**src/rtl/piano_pkg.sv**
```systemverilog
// Shared piano definitions: note codes and tone half-period table.
// Used by the keyboard front end and the song-guide FSMs so note codes agree.
package piano_pkg;

    localparam int NOTE_W = 4;
    localparam int TONE_W = 18;

    typedef logic [NOTE_W-1:0] note_t;

    localparam note_t NOTE_NONE = 4'd0;
    localparam note_t NOTE_C4   = 4'd1;
    localparam note_t NOTE_D    = 4'd2;
    localparam note_t NOTE_E    = 4'd3;
    localparam note_t NOTE_F    = 4'd4;
    localparam note_t NOTE_G    = 4'd5;
    localparam note_t NOTE_A    = 4'd6;
    localparam note_t NOTE_B    = 4'd7;
    localparam note_t NOTE_C5   = 4'd8;

    // Half-period in clock cycles at 100 MHz, divided by scale and floored to at least 1.
    function automatic logic [TONE_W-1:0] half_period(input note_t n, input int scale);
        int base;
        int h;
        case (n)
            NOTE_C4: base = 191110;
            NOTE_D:  base = 170265;
            NOTE_E:  base = 151685;
            NOTE_F:  base = 143172;
            NOTE_G:  base = 127551;
            NOTE_A:  base = 113636;
            NOTE_B:  base = 101239;
            NOTE_C5: base = 95557;
            default: base = 0;
        endcase
        h = base / ((scale < 1) ? 1 : scale);
        if (h < 1) h = 1;
        return TONE_W'(h);
    endfunction

endpackage

```
**src/rtl/switch_debouncer.sv**
```systemverilog
// Two-flop synchroniser plus stability counter; commit pulses once per
// cycle while the candidate vector has been stable long enough.
module switch_debouncer #(
    parameter int WIDTH           = 8,
    parameter int DEBOUNCE_CYCLES = 1000000
) (
    input  logic             CLK,
    input  logic             RESET,
    input  logic [WIDTH-1:0] raw,
    output logic [WIDTH-1:0] cand,
    output logic             commit
);

    localparam int CNT_W = (DEBOUNCE_CYCLES < 2) ? 1 : $clog2(DEBOUNCE_CYCLES);
    localparam logic [CNT_W-1:0] CNT_LAST = CNT_W'(DEBOUNCE_CYCLES - 1);

    logic [WIDTH-1:0] s1;
    logic [WIDTH-1:0] s2;
    logic [CNT_W-1:0] dcnt;

    // commit is registered, so note lands one edge after the counter saturates.
    always_ff @(posedge CLK or posedge RESET) begin
        if (RESET) begin
            s1     <= '0;
            s2     <= '0;
            cand   <= '0;
            dcnt   <= '0;
            commit <= 1'b0;
        end else begin
            s1     <= raw;
            s2     <= s1;
            commit <= 1'b0;
            if (s2 != cand) begin
                cand <= s2;
                dcnt <= '0;
            end else if (dcnt == CNT_LAST) begin
                commit <= 1'b1;
            end else begin
                dcnt <= dcnt + 1'b1;
            end
        end
    end

endmodule

```
**src/rtl/piano_keyboard.sv**
```systemverilog
// Piano front end: debounced key encoding, note change strobe and square-wave tone.
// Build option PIANO_CHORD_PRIORITY_EN: multi-key vectors pick the lowest-index key.
module piano_keyboard
    import piano_pkg::*;
#(
    parameter int DEBOUNCE_CYCLES = 1000000,
    parameter int TONE_SCALE      = 1
) (
    input  logic              CLK,
    input  logic              RESET,
    input  logic [7:0]        sw,
    output logic [NOTE_W-1:0] note,
    output logic              note_strobe,
    output logic              FREQ
);

    logic [7:0]        cand;
    logic              commit;
    note_t             enc;
    logic              change;
    logic [TONE_W-1:0] tcnt;
    logic [TONE_W-1:0] half;
    logic [TONE_W-1:0] half_lut [16];

    switch_debouncer #(
        .WIDTH          (8),
        .DEBOUNCE_CYCLES(DEBOUNCE_CYCLES)
    ) u_debouncer (
        .CLK   (CLK),
        .RESET (RESET),
        .raw   (sw),
        .cand  (cand),
        .commit(commit)
    );

    function automatic note_t encode(input logic [7:0] v);
        note_t code;
        code = NOTE_NONE;
`ifdef PIANO_CHORD_PRIORITY_EN
        for (int i = 7; i >= 0; i--) begin
            if (v[i]) code = note_t'(i + 1);
        end
`else
        if ((v != 8'd0) && ((v & (v - 8'd1)) == 8'd0)) begin
            for (int i = 0; i < 8; i++) begin
                if (v[i]) code = note_t'(i + 1);
            end
        end
`endif
        return code;
    endfunction

    // Constant table folded at elaboration; unused codes get a harmless 1.
    for (genvar g = 0; g < 16; g++) begin : g_half
        assign half_lut[g] = half_period(note_t'(g), TONE_SCALE);
    end

    assign enc    = encode(cand);
    assign change = commit && (enc != note);
    assign half   = half_lut[note];

    always_ff @(posedge CLK or posedge RESET) begin
        if (RESET) begin
            note        <= NOTE_NONE;
            note_strobe <= 1'b0;
        end else begin
            note_strobe <= change;
            if (commit) note <= enc;
        end
    end

    // A note change restarts the phase so the first rise is exactly half edges later.
    always_ff @(posedge CLK or posedge RESET) begin
        if (RESET) begin
            tcnt <= '0;
            FREQ <= 1'b0;
        end else if (change || (note == NOTE_NONE)) begin
            tcnt <= '0;
            FREQ <= 1'b0;
        end else if (tcnt == half - 1'b1) begin
            tcnt <= '0;
            FREQ <= ~FREQ;
        end else begin
            tcnt <= tcnt + 1'b1;
        end
    end

endmodule

```
**config.mk**
```make
export PLATFORM = sky130hd
export DESIGN_NAME = piano_keyboard
export DESIGN_NICKNAME = d
export VERILOG_FILES = /design/src/rtl/piano_pkg.sv /design/src/rtl/switch_debouncer.sv /design/src/rtl/piano_keyboard.sv
export SDC_FILE = /design/constraint.sdc
export NUM_CORES = 1
export LEC_CHECK = 0
export CAP_MARGIN = 30
export CORE_ASPECT_RATIO = 1.25
export CORE_UTILIZATION = 55
export CTS_CLUSTER_SIZE = 25
export DETAILED_ROUTE_END_ITERATION = 7
export HOLD_SLACK_MARGIN = 0.1
export MAX_ROUTING_LAYER = met4
export PLACE_DENSITY = 0.84
export REMOVE_ABC_BUFFERS = 1
export SLEW_MARGIN = 20
export SYNTH_ARGS = -nofsm -noshare
export SYNTH_HDL_FRONTEND = slang
export SYNTH_HIERARCHICAL = 1
export SYNTH_SLANG_ARGS = --single-unit
```
**constraint.sdc**
```tcl
create_clock -name CLK -period 7.2 [get_ports CLK]
set_input_delay 1.44 -clock CLK [delete_from_list [all_inputs] [get_ports CLK]]
set_output_delay 1.44 -clock CLK [all_outputs]
set_load 0.05 [all_outputs]
```
### Yosys cells after proc, flatten, opt, wreduce, memory -nomap -nowiden

Memories as Yosys holds them, arrays and structs flattened.
Index checks and enable logic that the tools add are counted.

| storage, ports and cells | value |
|---|---|
| register bits after elaboration | 69 |
| memory bits (read-only) | 288 |
| input bits | 10 |
| memories | 1 |
| logic and storage cells | 49 |

Memories:

| name | depth | width | read ports | clocked after memory_dff | write ports | RTL line | text |
|---|---|---|---|---|---|---|---|
| (name not given) | 16 | 18 | 1 | 0 | 0 | piano_keyboard.sv:60 | `assign half = half_lut[note];` |

| cells by class | value |
|---|---|
| add/sub/neg operators | 4 |
| bitwise operators | 3 |
| equality and inequality tests | 5 |
| multiplexer cells | 19 |
| $lt $le $gt $ge | 1 |
| reduce and logical (&&, ||, !) cells | 7 |

Operator list:

| kind | count |
|---|---|
| 2-to-1 mux 18 bit | 4 |
| 2-to-1 mux 20 bit | 2 |
| 2-to-1 mux 4 bit | 8 |
| adder 20 x 1 -> 20 bit (second input constant) | 1 |
| equality test 20 bit (second input constant) | 1 |
| adder 18 x 1 -> 18 bit (second input constant) | 1 |
| equality test 18 bit | 1 |
| subtractor 18 x 1 -> 18 bit (second input constant) | 1 |
| AND 8 bit | 1 |
| logical NOT 8 bit | 1 |
| != test 8 bit | 1 |
| nonzero test 8 bit | 1 |
| subtractor 8 x 1 -> 8 bit (second input constant) | 1 |
| >= comparator 5 bit (second input constant) | 1 |
| 2-to-1 mux 1 bit | 5 |
| NOT 4 -> 5 bit | 1 |
| logical NOT 4 bit | 1 |
| != test 4 bit | 1 |
| logical AND 1 bit | 2 |
| != test 2 x 1 -> 1 bit (second input constant) | 1 |
| nonzero test 2 bit | 1 |
| logical OR 1 bit | 1 |
| NOT 1 bit | 1 |

### Depth between registers and ports, before layout

Gate-level depths: netlist of the first run.

| logic depth | value |
|---|---|
| word-level depth | 13 |
| mapped depth | 12 |
| depth with buffers taken out | 11 |

### Hierarchy

Netlist of the first run, hierarchy kept.

By module, submodules not included:

| module | sequential area each (um2) | area each (um2) | times used | cells an instance |
|---|---|---|---|---|
| piano_keyboard | 600.6 | 2164.6 | 1 | 253 |
| switch_debouncer | 1126.1 | 1798.0 | 1 | 154 |

### Worst setup path before layout of the first run

OpenSTA, ideal clock, no wires.

| timing path | value |
|---|---|
| kind | register to register |
| start point | register note[0] |
| end point | register tcnt[8] |
| clock period less this slack | 3592 ps |
| cell stages (with the launch flop) | 13 |
| arrival | 3457 ps |
| data required time | 7065 ps |
| setup slack | 3608 ps |
| library setup time | 135 ps |
| path through | dfrtp_1 > clkbuf_1 > inv_1 > ha_1 > and3b_1 > clkbuf_1 > o21a_1 > or4_4 > a2111oi_4 > o2111ai_2 > nor3_4 > buf_6 > nor3_1 |

| on the way | value |
|---|---|
| longest elaborated chain between the ends | 8 |

RTL lines:

| what | RTL line | text |
|---|---|---|
| start, declared | piano_keyboard.sv:12 | `output logic [NOTE_W-1:0] note,` |
| start signal, assigned | piano_keyboard.sv:68 | `if (commit) note <= enc;` |
| NOT 4 -> 5 bit (implied by the code) | piano_keyboard.sv:60 |  |
| memory read (16 x 18 bit) | n/a |  |
| 2-to-1 mux 18 bit (implied by the code) (2 in series) | piano_keyboard.sv:60 |  |
| subtractor 18 x 1 -> 18 bit | piano_keyboard.sv:80 | `end else if (tcnt == half - 1'b1) begin` |
| equality test 18 bit | piano_keyboard.sv:80 |  |
| 2-to-1 mux 18 bit | piano_keyboard.sv:80 |  |
| 2-to-1 mux 18 bit (*) | piano_keyboard.sv:77 | `end else if (change \|\| (note == NOTE_NONE)) begin` |
| end signal, assigned | piano_keyboard.sv:84 | `tcnt <= tcnt + 1'b1;` |
| end, declared | piano_keyboard.sv:21 | `logic [TONE_W-1:0] tcnt;` |

Every way passes the cells marked *; elsewhere a longest branch is shown, timed or not. The select of a mux whose other input is x is not followed.
A chain may end at the register's enable or synchronous reset.

### Worst setup path after layout of the first run

| timing path | value |
|---|---|
| start point | register note[2] |
| end point | register tcnt[4] |

The elaborated chain is that of the path after synthesis.

==> results of run 1 <==
layout make-up:
type,instances,area [um2],area share [%]
multi-input combinational,300,2060,47.1
sequential,69,1730,39.5
timing repair buffer,18,200,4.58
clock buffer,10,138,3.15
tap,90,113,2.57
clock inverter,5,85.1,1.94
inverter,14,52.6,1.20
metal layers:
metal | track usage, % | wire length, um
met1 | 28.4 | 3470
met2 | 38.6 | 4070
met3 | 5.38 | 261
met4 | 11.7 | 280
met5 | - | 0
cell usage after synthesis (all sizes together) (5+ instances only):
| cell | n | area share [%] |
|---|---|---|
| o21ai | 15 | 1.9 |
| nor4b | 5 | 1.1 |
| inv | 14 | 1.3 |
| nor2 | 26 | 2.5 |
| or3 | 13 | 2.1 |
| nand4 | 11 | 1.9 |
| mux2i | 6 | 1.5 |
| o21bai | 5 | 0.95 |
| nand2 | 15 | 1.4 |
| a21oi | 20 | 2.5 |
| dfrtp | 69 | 44 |
| xor2 | 28 | 6.2 |
| buf | 8 | 1.3 |
| nor3 | 28 | 3.9 |
| nand3 | 17 | 2.3 |
| clkbuf | 16 | 1.8 |
| nor4 | 7 | 1.1 |
| ha | 9 | 2.8 |
| o211ai | 5 | 0.95 |
| nand2b | 9 | 1.4 |
| xnor2 | 18 | 4.0 |
cells by family after synthesis:
logic type | count (synthesis)
simple gates | 158
compound gates | 79
flops | 69
xor+xnor | 46
buf+inv | 38
fa+ha+maj | 9
mux | 8
metrics by stage:
stage          power, mW  worst slack, ns  cells
5_1_grt            0.808             3.25    506
4_1_cts            0.787             3.52    504
6_report           0.782             3.52    506
3_5_place_dp       0.435             3.58    489
2_1_floorplan      0.423             3.69    383
3_3_place_gp       0.433             3.67    489
registers in the layout, indices dropped and copies added (netlist names):
register / count
FREQ: 1
note: 4
note_strobe: 1
tcnt: 18
u_debouncer/cand: 8
u_debouncer/commit: 1
u_debouncer/dcnt: 20
u_debouncer/s1: 8
u_debouncer/s2: 8
power groups by stage:
stage	sequential, mW	clock [mW]	combinational, mW
3_5_place_dp	0.409	0	0.0253
2_1_floorplan	0.407	0	0.0161
5_1_grt	0.403	0.375	0.0310
6_report	0.402	0.353	0.0269
3_3_place_gp	0.408	0	0.0246
4_1_cts	0.402	0.359	0.0257
worst register-to-register path, cell delays in order, from the launching register on:
cell and delay (ns):
dfrtp_1 0.93, nand2b_1 0.16, a21oi_1 0.27, ha_1 0.22, inv_1 0.11, or4_4 0.56, a2111oi_4 0.37, o2111ai_2 0.22
nor3_4 0.57, nor3_1 0.13
worst min-delay path by stage:
stage                       from                 to
2_1_floorplan  u_debouncer/s1[0]  u_debouncer/s2[0]
3_3_place_gp   u_debouncer/s1[6]  u_debouncer/s2[6]
3_5_place_dp   u_debouncer/s1[7]  u_debouncer/s2[7]
4_1_cts        u_debouncer/s1[7]  u_debouncer/s2[7]
5_1_grt        u_debouncer/s1[5]  u_debouncer/s2[5]
6_report       u_debouncer/s1[7]  u_debouncer/s2[7]
==> results.cfg, run 1 <==
[outcome]
outcome = finished, final reports clean

[die]
coreArea_mm2 = 0.00698
start_util_pct = 56.8
die_h_um = 96.9
ioPinCount = 16
fp.dieW_um = 77.9
rows = 34
die_area_mm2 = 0.00755

[worst_setup_path]
path_cells = nand2b_1 -> a21oi_1 -> ha_1 -> inv_1 -> or4_4 -> a2111oi_4 -> o2111ai_2 -> nor3_4 -> nor3_1
crit_buf_inv = 1
reg2regPathDepth = 9
slowest_stage = dfrtp_1
worstPathArrival_ns = 3.88
endpoint = tcnt[4]
critPathKind = reg -> reg
crit_start = note[2]
cp_top_family = simple AND/OR/NAND/NOR gates
cp-start-kind = flip-flop
cp.depth = 9
critPathMaxFanout = 34
critPathRequiredTime_ns = 7.39
r2r_slack_ns = 3.52
crit_path_end_kind = flip-flop
rr_startpoint = note[2]
regToRegEndpoint = tcnt[4]
slowest_delay_ns = 0.93

[sta]
setup_viol = 0
fin_crit_ns = 3.68
worst_slew_pin_slew_ns = 0.892
skew_ns = 0.00991
hold_ws_ns = 0.350
max_slew_margin_pct = 40.5
hold_violations = 0
tns_ns = 0
rsz0062_at_grt = no
fmax_ghz = 0.271
slew_viol_final = 0
timing.final.crit_share_pct = 51.2

[cts]
cts.sinks = 69
ctsResizeCount = 0
cts_made_buffers = 9
cts-root-buf = clkbuf_8
clockBufferDepth = 2
cts_max_level = 3
postCtsHoldBufs = 0
cts_tree = built
post-cts-setup-buffers = 0
clkLatencyLatePin_ns = 0.35
clk_pin_slew_ns = 0.07

[hold_path]
hold_depth = 0
min_path_type = reg -> reg

[detailed_routing]
wl_um = 8080
first_iter_violations = 212
drtPass1Iterations = 4
vias = 3053
ant_nets = 0
vias_per_cell = 6.03
avgRoutedWirePerCell_um = 16.0
drc = 0

[global_routing]
grt_pass1_wl_um = 13900
grt_usage_pct = 24.0
antenna_found_initial = 0
grt_overflow = 0
grt_pass1_vias = 3064
grt_max_degree = 46

[finish]
final_area_mm2 = 0.00438
fillers = 573
final_common_cell = dfrtp_1
diodes = 0
layout.nets = 431
final_cell_mix = dfrtp_1 (69), xor2_1 (28), nor2_1 (26), nor3_1 (26), a21oi_1 (20)
final_layout_size_suffix_gt1_share_pct = 7.69
fin_util_pct = 62.7
syn2layout_area_growth_pct = 10.4

[power_and_ir_drop]
clkPwrFrac_pct = 45.2
p_int_mw = 0.610
power_leakage_nw = 1.74
power_density_mw_per_mm2 = 179
power.switching_mw = 0.172
power_frac_seq_pct = 51.4
p_comb_share_pct = 3.4
sw_frac_of_total_pct = 22.0
peakVddDrop_uv = 141

[synthesis]
yosysUniqueCellTypes = 58
ys_warn_count = 6
syn_inst = 407
avgSynthCellArea_um2 = 9.74
synth_top_family_by_area = simple AND/OR/NAND/NOR gates
yosysSeqAreaShare_pct = 43.6
netlist_area_mm2 = 0.00396
yosys-mux-area-fraction_pct = 2.08
synthArstFlopShare_pct = 100
synth-compound-area-share_pct = 13.9
synth_fa_ha_area_share_pct = 2.84
synth_edf_count = 0
ys.flop_type = dfrtp_1
synth-simple-area-share_pct = 23.1
synth-seq-cells = 69
synth-xor-area-share_pct = 10.2

[place]
globalplace.congestion = 0.934
placed_area_mm2 = 0.00411
place_hpwl_um = 5520
portBuffers = 15

[job]
maxCapViolCount = 0
Note: power is estimated with default switching activity, not from simulation.
==> run 2, diff against run 1 <==
--- a/config.mk
+++ b/config.mk
@@ -12,7 +12,7 @@
 export DETAILED_ROUTE_END_ITERATION = 7
 export HOLD_SLACK_MARGIN = 0.1
 export MAX_ROUTING_LAYER = met4
-export PLACE_DENSITY = 0.84
+export PLACE_DENSITY = 0.87
 export REMOVE_ABC_BUFFERS = 1
 export SLEW_MARGIN = 20
 export SYNTH_ARGS = -nofsm -noshare
==> constraint.sdc (replaced) <==
create_clock -name CLK -period 3.14 [get_ports CLK]
set_input_delay 0.628 -clock CLK [delete_from_list [all_inputs] [get_ports CLK]]
set_output_delay 0.628 -clock CLK [all_outputs]
set_load 0.05 [all_outputs]
==> run 2 against run 1 <==
Routed wire length rose by 5.8%. Worst hold slack improved by 0.00085 ns. Clock power rose by 110%. First-iteration DRC count rose by 8.5%. Sequential share of layout area fell by 0.85 points. Utilization rose by 1.4 points. Power rose by 120%. Register-to-register slack got worse by 3.3 ns. Non-clock buffer count rose by 14. Highest routed layer unchanged.
==> results.cfg, run 2 (synthesized netlist as in run 1, its figures left out) <==
[die]
fp.dieW_um = 77.9
start_util_pct = 56.8
die_area_mm2 = 0.00755
die_h_um = 96.9
coreArea_mm2 = 0.00698
rows = 34
ioPinCount = 16

[worst_setup_path]
cp_top_family = compound AO/OA/AOI/OAI gates
crit_start = note[0]
critPathKind = reg -> reg
endpoint = FREQ
path_cells = inv_1 -> ha_2 -> and3b_1 -> buf_4 -> nor3_1 -> or4_4 -> a2111oi_4 -> o2111ai_2 -> o31a_1 -> o21ba_1
cp-start-kind = flip-flop
regToRegEndpoint = FREQ
slowest_stage = dfrtp_2
critPathRequiredTime_ns = 3.38
rr_startpoint = note[0]
critPathMaxFanout = 9
crit_buf_inv = 2
reg2regPathDepth = 10
slowest_delay_ns = 0.47
worstPathArrival_ns = 3.18
r2r_slack_ns = 0.20
cp.depth = 10
crit_path_end_kind = flip-flop

[finish]
diodes = 0
final_layout_size_suffix_gt1_share_pct = 11.6
layout.nets = 445
final_cell_mix = dfrtp_1 (68), xor2_1 (28), nor2_1 (26), nor3_1 (26), a21oi_1 (19)
fillers = 574
final_common_cell = dfrtp_1
largest_register = u_debouncer/dcnt
multi_input_area_mm2 = 0.00207
fin_cells = 521
largest_register_ff_count = 20
regArea_mm2 = 0.00173
reg_top3 = u_debouncer/dcnt: 20 flops, tcnt: 18 flops
syn2layout_area_growth_pct = 12.9

[sta]
fin_crit_ns = 2.94
slew_viol_final = 0
skew_ns = 0.00753
rsz0062_at_grt = no
fmax_ghz = 0.340
worst_slew_pin_slew_ns = 0.737
setup_ws_ns = 0.202
hold_violations = 0
timing.final.crit_share_pct = 93.6
max_slew_margin_pct = 50.7
setup_viol = 0

[cts]
cts_tree = built
clkLatencyLatePin_ns = 0.34
clockBufferDepth = 2
postCtsHoldBufs = 0
cts.sinks = 69
ctsResizeCount = 0
post-cts-setup-buffers = 0
cts_made_buffers = 9
cts_max_level = 3
cts-root-buf = clkbuf_8
clk_pin_slew_ns = 0.08

[job]
maxCapViolCount = 0

[global_routing]
grt_pass1_wl_um = 14400
antenna_found_initial = 0
grt_usage_pct = 24.8
grt_max_degree = 37
grt_overflow = 0
grt_pass1_vias = 3195

[detailed_routing]
drtPass1Iterations = 5
drc = 0
first_iter_violations = 230
ant_nets = 0
wl_um = 8550
avgRoutedWirePerCell_um = 16.4
vias_per_cell = 6.06
vias = 3158

[place]
placed_cells = 504
portBuffers = 15
globalplace.congestion = 0.926
place_hpwl_um = 5960
dp_slack_ns = 0.107

[hold_path]
min_path_type = reg -> reg

[power_and_ir_drop]
peakVddDrop_uv = 517
power_density_mw_per_mm2 = 387
power_leakage_nw = 1.81

[outcome]
outcome = finished, final reports clean
## run 2: report_power, final
group          leakage (nW)  total, mW  internal [mW]  switching (mW)
Combinational         0.799     0.0641         0.0275          0.0366
Clock                 0.101      0.745          0.378           0.367
Sequential            0.907      0.921          0.903          0.0175
## run 2: layout make-up
class	count	area share, %
multi-input combinational	300	46.2
sequential	69	38.6
tap	90	2.52
timing repair buffer	32	6.93
inverter	14	1.17
clock buffer	9	2.77
clock inverter	7	1.82
## run 2: through the flow
| step | total power [mW] | util, % | setup TNS (ns) | instance area [um2] | hold WS, ns |
|---|---|---|---|---|---|
| after floorplan | 0.971 | - | -6.64 | 3840 | 0.331 |
| after global placement | 0.993 | 60.7 | 0 | 4240 | 0.332 |
| after detailed placement | 0.998 | 60.7 | 0 | 4240 | 0.335 |
| after CTS | 1.74 | 63.6 | 0 | 4440 | 0.354 |
| after global routing | 1.80 | 64.1 | 0 | 4480 | 0.359 |
| final | 1.73 | 64.1 | 0 | 4480 | 0.351 |
## run 2: how the worst min path moves through the flow
| stage | from | to | slack, ns | cells after the start |
|---|---|---|---|---|
| 2_1_floorplan | u_debouncer/s1[0] | u_debouncer/s2[0] | 0.33 | 0 |
| 3_3_place_gp | u_debouncer/s1[6] | u_debouncer/s2[6] | 0.33 | 0 |
| 3_5_place_dp | u_debouncer/s1[2] | u_debouncer/s2[2] | 0.33 | 0 |
| 4_1_cts | u_debouncer/s1[2] | u_debouncer/s2[2] | 0.35 | 0 |
| 5_1_grt | u_debouncer/s1[5] | u_debouncer/s2[5] | 0.36 | 0 |
| 6_report | u_debouncer/s1[2] | u_debouncer/s2[2] | 0.35 | 0 |
## run 2: layer usage
layer / vias up / wire length, um / global-route usage [%]
met3: 25 / 299 / 4.62
met2: 88 / 4410 / 40.8
met4: 0 / 256 / 12.5
met1: 1540 / 3590 / 28.9
met5: - / 0 / -
li1: 1505 / - / -
==> run 3, diff against run 2 <==
--- a/config.mk
+++ b/config.mk
@@ -7,9 +7,11 @@
 export LEC_CHECK = 0
 export CAP_MARGIN = 30
 export CORE_ASPECT_RATIO = 1.25
+export CORE_MARGIN = 2
 export CORE_UTILIZATION = 55
 export CTS_CLUSTER_SIZE = 25
 export DETAILED_ROUTE_END_ITERATION = 7
+export GPL_TIMING_DRIVEN = 0
 export HOLD_SLACK_MARGIN = 0.1
 export MAX_ROUTING_LAYER = met4
 export PLACE_DENSITY = 0.87
==> run 3 against run 2 <==
Via count is 2.1% higher. Global-route usage fell by 1.3 points. Clock skew up 0.0023 ns. Fmax shrank 6.1%. Highest routed layer unchanged.
==> results.cfg, run 3 (synthesized netlist as in run 1, its figures left out) <==
[outcome]
outcome = finished, final reports clean

[job]
maxCapViolCount = 0

[sta]
timing.final.crit_share_pct = 99.6
fin_crit_ns = 3.13
fmax_ghz = 0.320
max_slew_margin_pct = 52.8
worst_slew_pin_slew_ns = 0.706
tns_ns = 0
skew_ns = 0.00986
rsz0062_at_grt = yes
hold_violations = 0
slew_viol_final = 0
setup_viol = 0

[finish]
layout.nets = 450
final_common_cell = dfrtp_1
final_layout_size_suffix_gt1_share_pct = 16.1
final_area_mm2 = 0.00457
largest_register = u_debouncer/dcnt
largest_register_ff_count = 20
final_cell_mix = dfrtp_1 (65), xor2_1 (28), nor2_1 (26), nor3_1 (26)
reg_top3 = u_debouncer/dcnt: 20 flops, tcnt: 18 flops
diodes = 0
syn2layout_area_growth_pct = 15.3

[global_routing]
grt_usage_pct = 23.5
grt_pass1_vias = 2990
grt_pass1_wl_um = 14200
grt_max_degree = 36
antenna_found_initial = 0
grt_overflow = 0

[cts]
cts-root-buf = clkbuf_8
cts.sinks = 69
clk_pin_slew_ns = 0.08
cts_tree = built
clockBufferDepth = 2
clkLatencyLatePin_ns = 0.36
cts_made_buffers = 9
cts_max_level = 3

[detailed_routing]
vias_per_cell = 6.13
first_iter_violations = 206
drc = 0
wl_um = 8780
vias = 3224
ant_nets = 0
avgRoutedWirePerCell_um = 16.7
drtPass1Iterations = 5

[worst_setup_path]
critPathMaxFanout = 6
worstPathArrival_ns = 3.38
cp-start-kind = flip-flop
crit_path_end_kind = flip-flop
critPathRequiredTime_ns = 3.39
critPathKind = reg -> reg
slowest_stage = or4_4
path_cells = clkinvlp_4 -> ha_2 -> nor4_2 -> a21oi_2 -> or4_4 -> a2111oi_4 -> o2111ai_2 -> buf_4 -> o31a_1 -> o21ba_1
slowest_delay_ns = 0.57

[die]
coreArea_mm2 = 0.00698
die_h_um = 98.9
die_area_mm2 = 0.00790
start_util_pct = 56.8
rows = 34
ioPinCount = 16
fp.dieW_um = 79.9

[power_and_ir_drop]
power_leakage_nw = 1.83
power_density_mw_per_mm2 = 359
peakVddDrop_uv = 335
power.switching_mw = 0.416
power_frac_seq_pct = 56.1
clkPwrFrac_pct = 40.1
p_total_mw = 1.64
p_comb_share_pct = 3.8
sw_frac_of_total_pct = 25.3
p_int_mw = 1.23

[place]
globalplace.congestion = 0.882
portBuffers = 15
placed_area_mm2 = 0.00412
place_hpwl_um = 5670

[hold_path]
min_path_type = reg -> reg
run 3: final timing paths:
kind	startpoint	cells after the start	endpoint	slack [ns]
min in group asynchronous	RESET	2	note[3]	0.57
min	u_debouncer/s1[4]	0	u_debouncer/s2[4]	0.35
min reg2reg	u_debouncer/s1[4]	0	u_debouncer/s2[4]	0.35
max	note[0]	10	FREQ	0.01
max reg2reg	note[0]	10	FREQ	0.01
max in group asynchronous	RESET	3	u_debouncer/cand[6]	2.10
run 3: power by group through the flow:
stage	Sequential, mW	Combinational, mW	Clock [mW]
floorplan	0.934	0.0370	0
global placement	0.936	0.0552	0
detailed placement	0.938	0.0607	0
CTS	0.921	0.0611	0.673
global route	0.924	0.0708	0.707
finish	0.921	0.0627	0.658
run 3: through the flow:
| step | hold slack [ns] | setup WS (ns) | utilization, % | instances |
|---|---|---|---|---|
| after global placement | 0.332 | -0.456 | 58.8 | 488 |
| after detailed placement | 0.335 | -0.674 | 59.1 | 489 |
| after global routing | 0.356 | -0.0511 | 65.5 | 526 |
| final | 0.351 | 0.0127 | 65.5 | 526 |
| after floorplan | 0.331 | -0.367 | - | 383 |
| after CTS | 0.352 | 0.0260 | 63.3 | 513 |
run 3: repair_timing:
action                                  4_1_cts  5_1_grt
gates resized for setup                      12       11
endpoints found under the setup margin       19       19
buffers inserted                              7       12
pin swaps                                     4        7
hold buffers                                  0        0
gates cloned                                  1        0
run 3: per-layer routing:
| metal | up-vias | track usage [%] | part of all wire (%) |
|---|---|---|---|
| met1 | 1578 | 28.3 | 41 |
| met5 | - | - | 0 |
| met3 | 24 | 3.21 | 3.7 |
| met4 | 0 | 12.3 | 3.6 |
| li1 | 1514 | - | - |
| met2 | 108 | 38.2 | 51 |
run 3: area by class of cell:
| class | count | area (um2) |
|---|---|---|
| inverter | 14 | 58.8 |
| multi-input combinational | 300 | 2110 |
| timing repair buffer | 37 | 375 |
| clock inverter | 7 | 56.3 |
| clock buffer | 9 | 124 |
| fill | 520 | 2410 |
| sequential | 69 | 1730 |
| tap | 90 | 113 |
run 3: critical path: cells and delay by family (launching register included):
family	cells	cell delay [ns]
AO/OA/AOI/OAI	5	1.13
AND/OR/NAND/NOR	2	0.79
flip-flops	1	0.44
buffers and inverters	2	0.40
adder cells (fa/ha/maj)	1	0.26
